### config.mk
export PLATFORM = sky130hd
export DESIGN_NAME = pipeline_decode_stage
export DESIGN_NICKNAME = d
export VERILOG_FILES = /design/src/rtl/decode_pkg.sv /design/src/rtl/rv_decode_comb.sv /design/src/rtl/pipeline_decode_stage.sv
export SDC_FILE = /design/constraint.sdc
export NUM_CORES = 1
export LEC_CHECK = 0
export CORE_ASPECT_RATIO = 0.9
export CORE_MARGIN = 5
export CORE_UTILIZATION = 25
export CTS_BUF_LIST = sky130_fd_sc_hd__clkbuf_4 sky130_fd_sc_hd__clkbuf_8
export CTS_CLUSTER_SIZE = 8
export DETAILED_ROUTE_END_ITERATION = 12
export GPL_ROUTABILITY_DRIVEN = 0
export PLACE_DENSITY_LB_ADDON = 0.1
export SYNTH_ARGS = -nofsm -noshare
export SYNTH_HDL_FRONTEND = slang
export SYNTH_SLANG_ARGS = --single-unit
### constraint.sdc
create_clock -name clk -period 5.7 [get_ports clk]
set_clock_uncertainty 0.05 [all_clocks]
set_input_delay 0.855 -clock clk [delete_from_list [all_inputs] [get_ports clk]]
set_output_delay 0.855 -clock clk [all_outputs]
set_load 0.02 [all_outputs]
### src/rtl/decode_pkg.sv
// Shared decode types for the RV64IM decode stage.
// Ops, branch kinds, memory sizes, opcodes and the decoded bundle.
package decode_pkg;

    typedef enum logic [3:0] {
        EX_NOP       = 4'd0,
        EX_ADD       = 4'd1,
        EX_SUB       = 4'd2,
        EX_OR        = 4'd3,
        EX_AND       = 4'd4,
        EX_XOR       = 4'd5,
        EX_SL        = 4'd6,
        EX_SR        = 4'd7,
        EX_MUL       = 4'd8,
        EX_DIV       = 4'd9,
        EX_REM       = 4'd10,
        EX_JUMP      = 4'd11,
        EX_LOAD_MEM  = 4'd12,
        EX_STORE_MEM = 4'd13
    } ex_op_e;

    typedef enum logic [2:0] {
        BR_BEQ  = 3'd0,
        BR_BNE  = 3'd1,
        BR_BLT  = 3'd2,
        BR_BGE  = 3'd3,
        BR_BLTU = 3'd4,
        BR_BGEU = 3'd5,
        BR_JAL  = 3'd6,
        BR_JALR = 3'd7
    } branch_e;

    typedef enum logic [1:0] {
        MEM_B = 2'd0,
        MEM_H = 2'd1,
        MEM_W = 2'd2,
        MEM_D = 2'd3
    } mem_size_e;

    localparam logic [6:0] OPC_LOAD   = 7'b0000011;
    localparam logic [6:0] OPC_OP_IMM = 7'b0010011;
    localparam logic [6:0] OPC_AUIPC  = 7'b0010111;
    localparam logic [6:0] OPC_IMM_32 = 7'b0011011;
    localparam logic [6:0] OPC_STORE  = 7'b0100011;
    localparam logic [6:0] OPC_OP     = 7'b0110011;
    localparam logic [6:0] OPC_LUI    = 7'b0110111;
    localparam logic [6:0] OPC_OP_32  = 7'b0111011;
    localparam logic [6:0] OPC_BRANCH = 7'b1100011;
    localparam logic [6:0] OPC_JALR   = 7'b1100111;
    localparam logic [6:0] OPC_JAL    = 7'b1101111;

    localparam logic [6:0] F7_BASE = 7'b0000000;
    localparam logic [6:0] F7_ALT  = 7'b0100000;
    localparam logic [6:0] F7_MULD = 7'b0000001;

    typedef struct packed {
        logic [63:0] pc;
        ex_op_e      ex_opcode;
        branch_e     branch_type;
        logic [4:0]  r1_reg;
        logic [4:0]  r2_reg;
        logic [4:0]  dst_reg;
        logic [63:0] imm;
        logic        is_word_op;
        logic        imm_or_reg2;
        mem_size_e   mem_size;
        logic        mem_unsigned;
        logic        illegal;
    } decoded_t;

    function automatic logic [63:0] imm_i(input logic [31:0] i);
        return {{52{i[31]}}, i[31:20]};
    endfunction

    function automatic logic [63:0] imm_s(input logic [31:0] i);
        return {{52{i[31]}}, i[31:25], i[11:7]};
    endfunction

    function automatic logic [63:0] imm_b(input logic [31:0] i);
        return {{51{i[31]}}, i[31], i[7], i[30:25], i[11:8], 1'b0};
    endfunction

    function automatic logic [63:0] imm_u(input logic [31:0] i);
        return {{32{i[31]}}, i[31:12], 12'b0};
    endfunction

    function automatic logic [63:0] imm_j(input logic [31:0] i);
        return {{43{i[31]}}, i[31], i[19:12], i[20], i[30:21], 1'b0};
    endfunction

endpackage

### src/rtl/rv_decode_comb.sv
// Combinational RV64IM instruction decoder.
// Produces a fully populated decoded_t for every encoding.
module rv_decode_comb
    import decode_pkg::*;
#(
    parameter bit ENABLE_M = 1'b1
) (
    input  logic [31:0] instr,
    input  logic [63:0] pc,
    output decoded_t    dec
);

    logic [6:0] opcode;
    logic [6:0] f7;
    logic [2:0] f3;
    logic [4:0] rd;
    logic [4:0] rs1;
    logic [4:0] rs2;
    logic       m_op;
    logic       bad;

    assign opcode = instr[6:0];
    assign f7     = instr[31:25];
    assign f3     = instr[14:12];
    assign rd     = instr[11:7];
    assign rs1    = instr[19:15];
    assign rs2    = instr[24:20];
    assign m_op   = (f7 == F7_MULD);

    always_comb begin
        dec    = '0;
        dec.pc = pc;
        bad    = 1'b0;
        unique case (1'b1)
            (opcode == OPC_OP_IMM): begin
                dec.r1_reg      = rs1;
                dec.dst_reg     = rd;
                dec.imm_or_reg2 = 1'b1;
                dec.imm         = imm_i(instr);
                unique case (f3)
                    3'b000: dec.ex_opcode = EX_ADD;
                    3'b100: dec.ex_opcode = EX_XOR;
                    3'b110: dec.ex_opcode = EX_OR;
                    3'b111: dec.ex_opcode = EX_AND;
                    3'b001: begin
                        dec.ex_opcode = EX_SL;
                        dec.imm = {58'b0, instr[25:20]};
                        bad = (instr[31:26] != 6'b0);
                    end
                    3'b101: begin
                        // imm[10] carries the arithmetic-shift flag
                        dec.ex_opcode = EX_SR;
                        dec.imm = {53'b0, instr[30], 4'b0, instr[25:20]};
                        bad = (instr[31:26] != 6'b000000)
                           && (instr[31:26] != 6'b010000);
                    end
                    default: bad = 1'b1;
                endcase
            end
            (opcode == OPC_IMM_32): begin
                dec.r1_reg      = rs1;
                dec.dst_reg     = rd;
                dec.imm_or_reg2 = 1'b1;
                dec.is_word_op  = 1'b1;
                dec.imm         = imm_i(instr);
                unique case (f3)
                    3'b000: dec.ex_opcode = EX_ADD;
                    3'b001: begin
                        dec.ex_opcode = EX_SL;
                        dec.imm = {59'b0, instr[24:20]};
                        bad = (f7 != F7_BASE);
                    end
                    3'b101: begin
                        dec.ex_opcode = EX_SR;
                        dec.imm = {53'b0, instr[30], 5'b0, instr[24:20]};
                        bad = (f7 != F7_BASE) && (f7 != F7_ALT);
                    end
                    default: bad = 1'b1;
                endcase
            end
            (opcode == OPC_OP): begin
                dec.r1_reg  = rs1;
                dec.r2_reg  = rs2;
                dec.dst_reg = rd;
                unique case (1'b1)
                    m_op: begin
                        bad = !ENABLE_M;
                        dec.ex_opcode = !f3[2] ? EX_MUL
                                      : (f3[1] ? EX_REM : EX_DIV);
                    end
                    (f7 == F7_BASE): begin
                        unique case (f3)
                            3'b000: dec.ex_opcode = EX_ADD;
                            3'b001: dec.ex_opcode = EX_SL;
                            3'b100: dec.ex_opcode = EX_XOR;
                            3'b101: dec.ex_opcode = EX_SR;
                            3'b110: dec.ex_opcode = EX_OR;
                            3'b111: dec.ex_opcode = EX_AND;
                            default: bad = 1'b1;
                        endcase
                    end
                    (f7 == F7_ALT): begin
                        unique case (f3)
                            3'b000: dec.ex_opcode = EX_SUB;
                            3'b101: begin
                                dec.ex_opcode = EX_SR;
                                dec.imm = 64'd1 << 10;
                            end
                            default: bad = 1'b1;
                        endcase
                    end
                    default: bad = 1'b1;
                endcase
            end
            (opcode == OPC_OP_32): begin
                dec.r1_reg     = rs1;
                dec.r2_reg     = rs2;
                dec.dst_reg    = rd;
                dec.is_word_op = 1'b1;
                unique case (1'b1)
                    m_op: begin
                        bad = !ENABLE_M || (f3 inside {3'b001, 3'b010, 3'b011});
                        dec.ex_opcode = !f3[2] ? EX_MUL
                                      : (f3[1] ? EX_REM : EX_DIV);
                    end
                    (f7 == F7_BASE): begin
                        unique case (f3)
                            3'b000: dec.ex_opcode = EX_ADD;
                            3'b001: dec.ex_opcode = EX_SL;
                            3'b101: dec.ex_opcode = EX_SR;
                            default: bad = 1'b1;
                        endcase
                    end
                    (f7 == F7_ALT): begin
                        unique case (f3)
                            3'b000: dec.ex_opcode = EX_SUB;
                            3'b101: begin
                                dec.ex_opcode = EX_SR;
                                dec.imm = 64'd1 << 10;
                            end
                            default: bad = 1'b1;
                        endcase
                    end
                    default: bad = 1'b1;
                endcase
            end
            (opcode == OPC_LUI), (opcode == OPC_AUIPC): begin
                // AUIPC reuses the otherwise idle branch_type as its PC-relative flag
                dec.ex_opcode   = EX_ADD;
                dec.dst_reg     = rd;
                dec.imm_or_reg2 = 1'b1;
                dec.imm         = imm_u(instr);
                dec.branch_type = (opcode == OPC_AUIPC) ? BR_JAL : BR_BEQ;
            end
            (opcode == OPC_JAL): begin
                dec.ex_opcode   = EX_JUMP;
                dec.branch_type = BR_JAL;
                dec.dst_reg     = rd;
                dec.imm_or_reg2 = 1'b1;
                dec.imm         = imm_j(instr);
            end
            (opcode == OPC_JALR): begin
                dec.ex_opcode   = EX_JUMP;
                dec.branch_type = BR_JALR;
                dec.r1_reg      = rs1;
                dec.dst_reg     = rd;
                dec.imm_or_reg2 = 1'b1;
                dec.imm         = imm_i(instr);
                bad = (f3 != 3'b000);
            end
            (opcode == OPC_BRANCH): begin
                dec.ex_opcode = EX_JUMP;
                dec.r1_reg    = rs1;
                dec.r2_reg    = rs2;
                dec.imm       = imm_b(instr);
                unique case (f3)
                    3'b000: dec.branch_type = BR_BEQ;
                    3'b001: dec.branch_type = BR_BNE;
                    3'b100: dec.branch_type = BR_BLT;
                    3'b101: dec.branch_type = BR_BGE;
                    3'b110: dec.branch_type = BR_BLTU;
                    3'b111: dec.branch_type = BR_BGEU;
                    default: bad = 1'b1;
                endcase
            end
            (opcode == OPC_LOAD): begin
                dec.ex_opcode    = EX_LOAD_MEM;
                dec.r1_reg       = rs1;
                dec.dst_reg      = rd;
                dec.imm_or_reg2  = 1'b1;
                dec.imm          = imm_i(instr);
                dec.mem_size     = mem_size_e'(f3[1:0]);
                dec.mem_unsigned = f3[2];
                bad = (f3 == 3'b111);
            end
            (opcode == OPC_STORE): begin
                dec.ex_opcode   = EX_STORE_MEM;
                dec.r1_reg      = rs1;
                dec.r2_reg      = rs2;
                dec.imm_or_reg2 = 1'b1;
                dec.imm         = imm_s(instr);
                dec.mem_size    = mem_size_e'(f3[1:0]);
                bad = f3[2];
            end
            default: bad = 1'b1;
        endcase
        // The all-zero word also lands here and becomes a clean NOP bubble
        if (bad) begin
            dec         = '0;
            dec.pc      = pc;
            dec.illegal = (instr != 32'd0);
        end
    end

endmodule

### src/rtl/pipeline_decode_stage.sv
// Registered RV64IM decode stage between fetch and execute.
// Single-entry valid/ready register with flush and sync reset.
module pipeline_decode_stage
    import decode_pkg::*;
#(
    parameter int ADDR_WIDTH = 64,
    parameter int DATA_WIDTH = 64,
    parameter bit ENABLE_M   = 1'b1
) (
    input  logic                      clk,
    input  logic                      reset,
    input  logic                      flush,
    input  logic                      in_valid,
    output logic                      in_ready,
    input  logic [DATA_WIDTH/2-1:0]   instruction,
    input  logic [ADDR_WIDTH-1:0]     instruction_pc,
    output logic                      out_valid,
    input  logic                      out_ready,
    output logic [ADDR_WIDTH-1:0]     next_stage_pc,
    output logic [3:0]                ex_opcode,
    output logic [2:0]                branch_type,
    output logic [4:0]                r1_reg,
    output logic [4:0]                r2_reg,
    output logic [4:0]                dst_reg,
    output logic [DATA_WIDTH-1:0]     imm,
    output logic                      is_word_op,
    output logic                      imm_or_reg2,
    output logic [1:0]                mem_size,
    output logic                      mem_unsigned,
    output logic                      illegal
);

    decoded_t    dec;
    decoded_t    bundle_q;
    logic        valid_q;
    logic [31:0] instr_w;
    logic [63:0] pc_ext;

    assign instr_w = 32'(instruction);
    assign pc_ext  = 64'(instruction_pc);

    rv_decode_comb #(
        .ENABLE_M (ENABLE_M)
    ) u_decode (
        .instr (instr_w),
        .pc    (pc_ext),
        .dec   (dec)
    );

    assign in_ready = !valid_q || out_ready;

    always_ff @(posedge clk) begin
        if (reset) begin
            valid_q  <= 1'b0;
            bundle_q <= '0;
        end else if (flush) begin
            valid_q <= 1'b0;
        end else if (in_valid && in_ready) begin
            valid_q  <= 1'b1;
            bundle_q <= dec;
        end else if (out_ready) begin
            valid_q <= 1'b0;
        end
    end

    assign out_valid     = valid_q;
    assign next_stage_pc = bundle_q.pc[ADDR_WIDTH-1:0];
    assign ex_opcode     = bundle_q.ex_opcode;
    assign branch_type   = bundle_q.branch_type;
    assign r1_reg        = bundle_q.r1_reg;
    assign r2_reg        = bundle_q.r2_reg;
    assign dst_reg       = bundle_q.dst_reg;
    assign imm           = bundle_q.imm[DATA_WIDTH-1:0];
    assign is_word_op    = bundle_q.is_word_op;
    assign imm_or_reg2   = bundle_q.imm_or_reg2;
    assign mem_size      = bundle_q.mem_size;
    assign mem_unsigned  = bundle_q.mem_unsigned;
    assign illegal       = bundle_q.illegal;

endmodule

Word level (Yosys, flattened, before mapping)
Cells that the tools add are included.
- equal/unequal tests: 22
- multiplexer cells: 34
- bitwise gates (word level): 1
- reduce and logical (&&, ||, !) cells: 30
- operator list (kind ; number):
    $pmux W64 S8 ; 1
    $pmux W64 S2 ; 2
    $mux W92 ; 1
    $eq A7 B6 Y1 const B ; 5
    $pmux W4 S8 ; 1
    $reduce_bool A32 Y1 ; 1
    $pmux W4 S3 ; 2
    $mux W11 ; 2
    $eq A7 B5 Y1 const B ; 3
    $eq A7 B7 Y1 const B ; 3
    $pmux W3 S6 ; 1
    $reduce_or A8 Y1 ; 2
    $mux W5 ; 3
    $pmux W3 S5 ; 1
    $reduce_or A2 Y1 ; 7
    $eq A3 B3 Y1 const B ; 4
    $pmux W1 S3 ; 4
    $pmux W3 S4 ; 1
    $pmux W1 S9 ; 1
    $pmux W3 S3 ; 1
    $reduce_or A3 Y1 ; 3
    $reduce_or A9 Y1 ; 1
    $mux W1 ; 8
    $reduce_or A4 Y1 ; 2
    22 further kinds ; 27
- bits in registers: 157
- input port bits: 101
- output and inout bits: 158
- word-level logic and storage cells: 100

Logic depth before layout (Yosys ltp)
- word-level depth: 6
- mapped depth: 10
- mapped depth without buffers: 7

Hierarchy
Synthesis repeated with hierarchy kept, for this count alone.
- cells, all modules: 1036
- area, all modules: 9049.9 um^2
- by module, submodules not included (module ; times used ; cells each ; area each (um^2) ; seq. area each (um^2)):
    pipeline_decode_stage ; 1 ; 682 ; 6977.9 ; 3143.0
    rv_decode_comb ; 1 ; 354 ; 2072.0 ; 0.0

Least setup slack after synthesis
OpenSTA, ideal clock, no wires.
- path type: input to register
- from: in instruction[26]
- to: reg bundle_q, in the netlist imm[7]
- library setup time: 117 ps
- data arrival time: 2485 ps
- data required time: 5533 ps
- setup slack: 3047 ps
- stages on the path: 8
- path buffers: 2
- path through: or4_1 -> nor3_2 -> o2111ai_1 -> o311a_2 -> and3_1 -> buf_6 -> buf_8 -> a32o_1
- cells in the longest elaborated chain, start to end: 5
- elaborated cells between the ends (all ways): 17
- classes of those cells: 4 x eq/ne; 8 x mux; 5 x reduce/logical
- RTL lines (what ; line ; RTL):
    start, declared ; pipeline_decode_stage.sv:15 ; input logic [DATA_WIDTH/2-1:0] instruction,
    $ne A7 B6 Y1, or another cell as far along ; rv_decode_comb.sv:76 ; bad = (f7 != F7_BASE) && (f7 != F7_ALT);
    $logic_and A1 B1 Y1 (on tied branches) ; rv_decode_comb.sv:76, rv_decode_comb.sv:55 ;
    $pmux W1 S3 (on tied branches) ; rv_decode_comb.sv:66, rv_decode_comb.sv:40 ;
    $pmux W1 S9 ; rv_decode_comb.sv:34 ; unique case (1'b1)
    $mux W92 * ; rv_decode_comb.sv:208 ; if (bad) begin
    end signal, assigned ; pipeline_decode_stage.sv:55 ; bundle_q <= '0;
    end signal, assigned ; pipeline_decode_stage.sv:60 ; bundle_q <= dec;
    end, declared ; pipeline_decode_stage.sv:34 ; decoded_t bundle_q;
Mark *: on every way between the ends. The rest lies on a longest branch, timed or not.
A chain may end at the register's enable or synchronous reset.

Worst setup path after layout
- from: in instruction[6]
- to: reg bundle_q, in the netlist r2_reg[0]
- cells in the longest elaborated chain, start to end: 4
- elaborated cells between the ends (all ways): 16
- classes of those cells: 11 x eq/ne; 3 x mux; 2 x reduce/logical
- RTL lines (what ; line ; RTL):
    $eq A7 B7 Y1, or another cell as far along ; rv_decode_comb.sv:155 ; (opcode == OPC_JAL): begin
    $reduce_or A3 Y1 (no line) or $reduce_or A4 Y1 (tied branches) ; - ;
    $pmux W1 S9 or $mux W5 (tied branches) ; rv_decode_comb.sv:34 ;
    $mux W92 * ; rv_decode_comb.sv:208 ;
Marked as above.

==> tab_implementation.tex <==
\begin{tabular}{lr}
\hline
Metric & Value \\
\hline
\multicolumn{2}{l}{\textbf{Timing}} \\
\quad Setup Viol. Count Final & 0 \\
\quad Max Clock Freq & 0.271 GHz \\
\quad Final setup TNS & 0 ps \\
\quad Final min period & 3700 ps \\
\quad Worst setup slack after layout & 2000 ps \\
\quad Worst hold slack across all endpoints & 403 ps \\
\quad Unrepaired setup endpoints after global routing & no \\
\quad Final hold violation count & 0 \\
\quad Period Utilization, post-route & 64.9\% \\
\quad Slew at the pin closest to its max-slew limit & 1140 ps \\
\quad Final slew viol count & 0 \\
\quad Tightest slew margin relative to the limit & 24.3\% \\
\multicolumn{2}{l}{\textbf{Detailed routing}} \\
\quad Detail Route Antenna Nets & 0 \\
\quad Post-detailed-route via-to-cell ratio & 4.60 \\
\quad Number of detailed-route iterations in the first pass & 5 \\
\quad Remaining DRCs & 0 \\
\quad Via Count & 5458 \\
\quad Mean routed wirelength per cell & 17.1 um \\
\quad Number of design-rule violations left by the first detailed-router iteration & 298 \\
\quad DRT Wirelength & 20.3 mm \\
\multicolumn{2}{l}{\textbf{Yosys}} \\
\quad Number of warnings printed during yosys synthesis & 0 \\
\quad Largest area contributor in the netlist & sky130\_fd\_sc\_hd\_\_dfxtp\_1 \\
\quad Cell variety after synth & 56 \\
\quad Flip-flop and latch count after synthesis & 125 \\
\quad Main flop type after synthesis & sky130\_fd\_sc\_hd\_\_dfxtp\_1 \\
\quad Synthesized instance count & 681 \\
\quad Mapped Avg Cell Area & 8.09 um\^{}2 \\
\quad Synth Cell Area & 5510 um\^{}2 \\
\quad Synth top area cells & sky130\_fd\_sc\_hd\_\_dfxtp\_1 45\%, sky130\_fd\_sc\_hd\_\_nand2\_1 12\%, sky130\_fd\_sc\_hd\_\_a21oi\_1 8.9\% \\
\quad Part of the Yosys area used for sequential elements & 45.4\% \\
\quad Post-synth top area share & 45.4\% \\
\quad Net count after synthesis & 782 \\
\quad Fraction of registers with async set/reset & 0\% \\
\quad Post-synth EDFFs & 0 \\
\multicolumn{2}{l}{\textbf{Die}} \\
\quad DIE AREA & 25100 um\^{}2 \\
\quad Die Span X & 166 um \\
\quad I/O pin count & 259 \\
\quad Chip Height & 151 um \\
\quad Initial cell density of the core & 25.5\% \\
\quad Row count & 51 \\
\quad Placeable Area & 21600 um\^{}2 \\
\multicolumn{2}{l}{\textbf{CTS}} \\
\quad Post-CTS Hold Buffers & 0 \\
\quad CTS sink count & 125 \\
\quad Post-CTS Setup Inserts & 0 \\
\quad Register clock-pin slew on the reported worst setup and hold paths & 80 ps \\
\quad Worst-Skew Late Latency & 430 ps \\
\quad PostCTS Resize Cnt & 0 \\
\quad H-tree depth reported by CTS & 4 \\
\quad TritonCTS clock tree & done \\
\quad CTS Buffer Depth & 2 \\
\quad Root cell of the clock tree & sky130\_fd\_sc\_hd\_\_clkbuf\_8 \\
\quad Number of clock buffers inserted by TritonCTS & 17 \\
\multicolumn{2}{l}{\textbf{Worst hold path}} \\
\quad Depth of the worst hold-timing path & 2 \\
\quad Hold path startpoint & imm[29]\$\_SDFFE\_PP0P\_ \\
\quad Hold-critical path endpoint & imm[29]\$\_SDFFE\_PP0P\_ \\
\quad Worst min-delay path category & flop to flop \\
\multicolumn{2}{l}{\textbf{GRT}} \\
\quad Overall track demand over capacity in global routing & 15.4\% \\
\quad Pin count of the biggest net entering global routing & 70 \\
\quad First-pass GRT wire length & 30.6 mm \\
\quad GR Overflow Total & 0 \\
\quad Antenna violations before repair & 0 \\
\quad Number of global-route vias before repair & 5184 \\
\multicolumn{2}{l}{\textbf{Power}} \\
\quad Leakage Power & 0.00290 uW \\
\quad Psw & 542 uW \\
\quad Pwr per Cell Area & 243 nW/um\^{}2 \\
\quad Part of the total power dissipated in the clock network & 42.5\% \\
\quad Switching Fraction & 26.4\% \\
\quad Internal Pwr Total & 1520 uW \\
\quad Flop pwr share & 44.0\% \\
\quad Logic pwr share & 13.5\% \\
\quad IR Drop Worst-Case VDD & 106 uV \\
\multicolumn{2}{l}{\textbf{Worst setup path}} \\
\quad Maximum single-stage delay on the critical path & 910 ps \\
\quad Worst path cell trace & clkdlybuf4s50\_1 > nand2b\_1 > nor4b\_2 > a2111oi\_4 > o311a\_2 > and3\_1 > a32o\_1 \\
\quad Critical path data required time & 6020 ps \\
\quad Type of origin of the critical path & primary input \\
\quad Maximum net fanout on the critical path & 27 \\
\quad Worst reg2reg path depth & 7 \\
\quad Slowest library cell on the worst path & sky130\_fd\_sc\_hd\_\_and3\_1 \\
\quad Origin of the critical flop-to-flop path & out\_valid\$\_SDFFE\_PP0P\_ \\
\quad Flop2flop setup slack & 3020 ps \\
\quad Critical path type & primary input to flop \\
\quad Count of cell instances traversed by the critical path & 7 \\
\quad CP endpoint kind & flop \\
\quad WP buf/inv & 1 \\
\quad Top Family by Delay on Critical Path & simple AND/OR/NAND/NOR gates \\
\quad Capture point of the worst reg-to-reg path & r2\_reg[0]\$\_SDFFE\_PP0P\_ \\
\quad Endpoint arrival time on the critical path & 4010 ps \\
\multicolumn{2}{l}{\textbf{Placed design}} \\
\quad Quantity of I/O buffers inserted on ports & 258 \\
\quad Dpl cells & 1154 \\
\quad Pre-CTS WS & 1570 ps \\
\quad Placed wire-length estimate after detailed placement & 14.8 mm \\
\multicolumn{2}{l}{\textbf{Final layout}} \\
\quad Combined area of the multi-input logic cells & 2510 um\^{}2 \\
\quad Final Non-Filler Cells & 1187 \\
\quad Fill cells & 2219 \\
\quad Count of nets after finishing & 983 \\
\quad Share of post-route cells with drive strength above 1 & 6.48\% \\
\quad Total area of sequential cells & 2500 um\^{}2 \\
\quad Layout-stage area growth over the synthesis result & 53.8\% \\
\quad Number of flip-flops in the largest register & 64 \\
\multicolumn{2}{l}{\textbf{Job}} \\
\quad Max-capacitance violation count & 0 \\
\multicolumn{2}{l}{\textbf{Run status}} \\
\quad Run status & finished clean \\
\hline
\end{tabular}
==> cell usage after synthesis (3+ instances only) <==
library cell                 n
sky130_fd_sc_hd__nand2_1   176
sky130_fd_sc_hd__dfxtp_1   125
sky130_fd_sc_hd__a21oi_1    98
sky130_fd_sc_hd__o21ai_0    38
sky130_fd_sc_hd__buf_4      34
sky130_fd_sc_hd__clkbuf_1   30
sky130_fd_sc_hd__a32o_1     20
sky130_fd_sc_hd__nor2_1     17
sky130_fd_sc_hd__nand3_1    13
sky130_fd_sc_hd__nor3_1     10
sky130_fd_sc_hd__buf_1       9
sky130_fd_sc_hd__nand2b_1    8
sky130_fd_sc_hd__a22o_1      6
sky130_fd_sc_hd__buf_2       6
sky130_fd_sc_hd__nor2b_1     6
sky130_fd_sc_hd__nor4_1      6
sky130_fd_sc_hd__inv_1       5
sky130_fd_sc_hd__a22oi_1     4
sky130_fd_sc_hd__and2_1      4
sky130_fd_sc_hd__and3_1      4
sky130_fd_sc_hd__nand3b_1    4
sky130_fd_sc_hd__nand4_1     4
sky130_fd_sc_hd__a21o_1      3
sky130_fd_sc_hd__o21a_1      3
sky130_fd_sc_hd__o31ai_1     3
sky130_fd_sc_hd__or3_1       3
==> cells by family after synthesis <==
group / synth area share (%)
buffers and inverters: 9.13
XOR/XNOR: 0.159
flip-flops: 45.4
AND/OR/NAND/NOR: 22.8
AO/OA/AOI/OAI: 22.4
==> layout by cell type, fill, tap and decap left out, drive strengths merged, types with 2 or more instances in the layout <==
cell | synthesis | final
o2111ai | 2 | 2
nand4 | 4 | 4
and3 | 5 | 5
nand3b | 4 | 4
o21ai | 40 | 40
o21a | 3 | 3
or3 | 3 | 3
clkdlybuf4s50 | 0 | 257
o22ai | 2 | 2
a2111oi | 2 | 2
nor3b | 2 | 2
and2 | 4 | 4
nor2 | 17 | 17
a32oi | 2 | 2
o31ai | 3 | 3
a21oi | 98 | 98
dfxtp | 125 | 125
a21o | 3 | 3
nor4 | 8 | 8
or2 | 2 | 2
inv | 5 | 7
a211o | 2 | 2
or4 | 2 | 2
nor2b | 6 | 6
bufinv | 0 | 4
clkinv | 0 | 6
nand2b | 8 | 8
a22oi | 4 | 4
nand3 | 13 | 13
nand2 | 178 | 178
clkbuf | 30 | 19
buf | 53 | 8
a22o | 7 | 7
a32o | 20 | 20
nor3 | 12 | 12
==> worst reg2reg max path: cells and delay by family (launching register included) <==
family          cells  cell delay (ps)
buf+inv             1               80
compound gates      3              950
flops               1              310
simple gates        3             1230
==> worst max-delay path by stage <==
stage / slack (ps) / startpoint / end
after floorplan: 3050 / instruction[26] / imm[7]$_SDFFE_PP0P_
after global placement: 1600 / instruction[6] / dst_reg[3]$_SDFFE_PP0P_
after detailed placement: 1570 / instruction[6] / imm[8]$_SDFFE_PP0P_
after CTS: 2040 / instruction[6] / dst_reg[2]$_SDFFE_PP0P_
after global routing: 1820 / instruction[6] / imm[9]$_SDFFE_PP0P_
final: 2000 / instruction[6] / r2_reg[0]$_SDFFE_PP0P_
==> cell type report <==
type                            count  area share [%]
Timing Repair Buffer              265            31.0
Multi-Input combinational cell    468            29.7
Sequential cell                   125            29.5
Tap cell                          291            4.30
Clock buffer                       19            2.94
Clock inverter                     13            2.25
Inverter                            5           0.222
Antenna cell                        1          0.0295
==> power by group through the flow <==
| stage | clock network, uW | logic (uW) | registers (uW) |
|---|---|---|---|
| detailed placement | 0 | 281 | 926 |
| finish | 874 | 278 | 905 |
| CTS | 904 | 282 | 906 |
| global route | 943 | 301 | 908 |
| floorplan | 0 | 99.5 | 953 |
| global placement | 0 | 284 | 925 |
==> layer usage <==
layer	GRT usage, %	vias to the layer above	routed length, um	share of wire [%]
li1	-	2735	-	-
met1	20.2	2527	8980	44
met2	25.1	186	9830	48
met3	4.44	10	1300	6.4
met4	4.01	0	210	1.0
met5	0	-	0	0
==> stage by stage <==
| stage | util (%) | area, um^2 | total power, uW |
|---|---|---|---|
| after global placement | 37.1 | 8030 | 1210 |
| final | 39.2 | 8470 | 2060 |
| after global routing | 39.1 | 8470 | 2150 |
| after detailed placement | 37.1 | 8030 | 1210 |
| after floorplan | - | 5510 | 1050 |
| after CTS | 39.1 | 8470 | 2090 |
No activity file was read; power rests on OpenSTA's default activity.
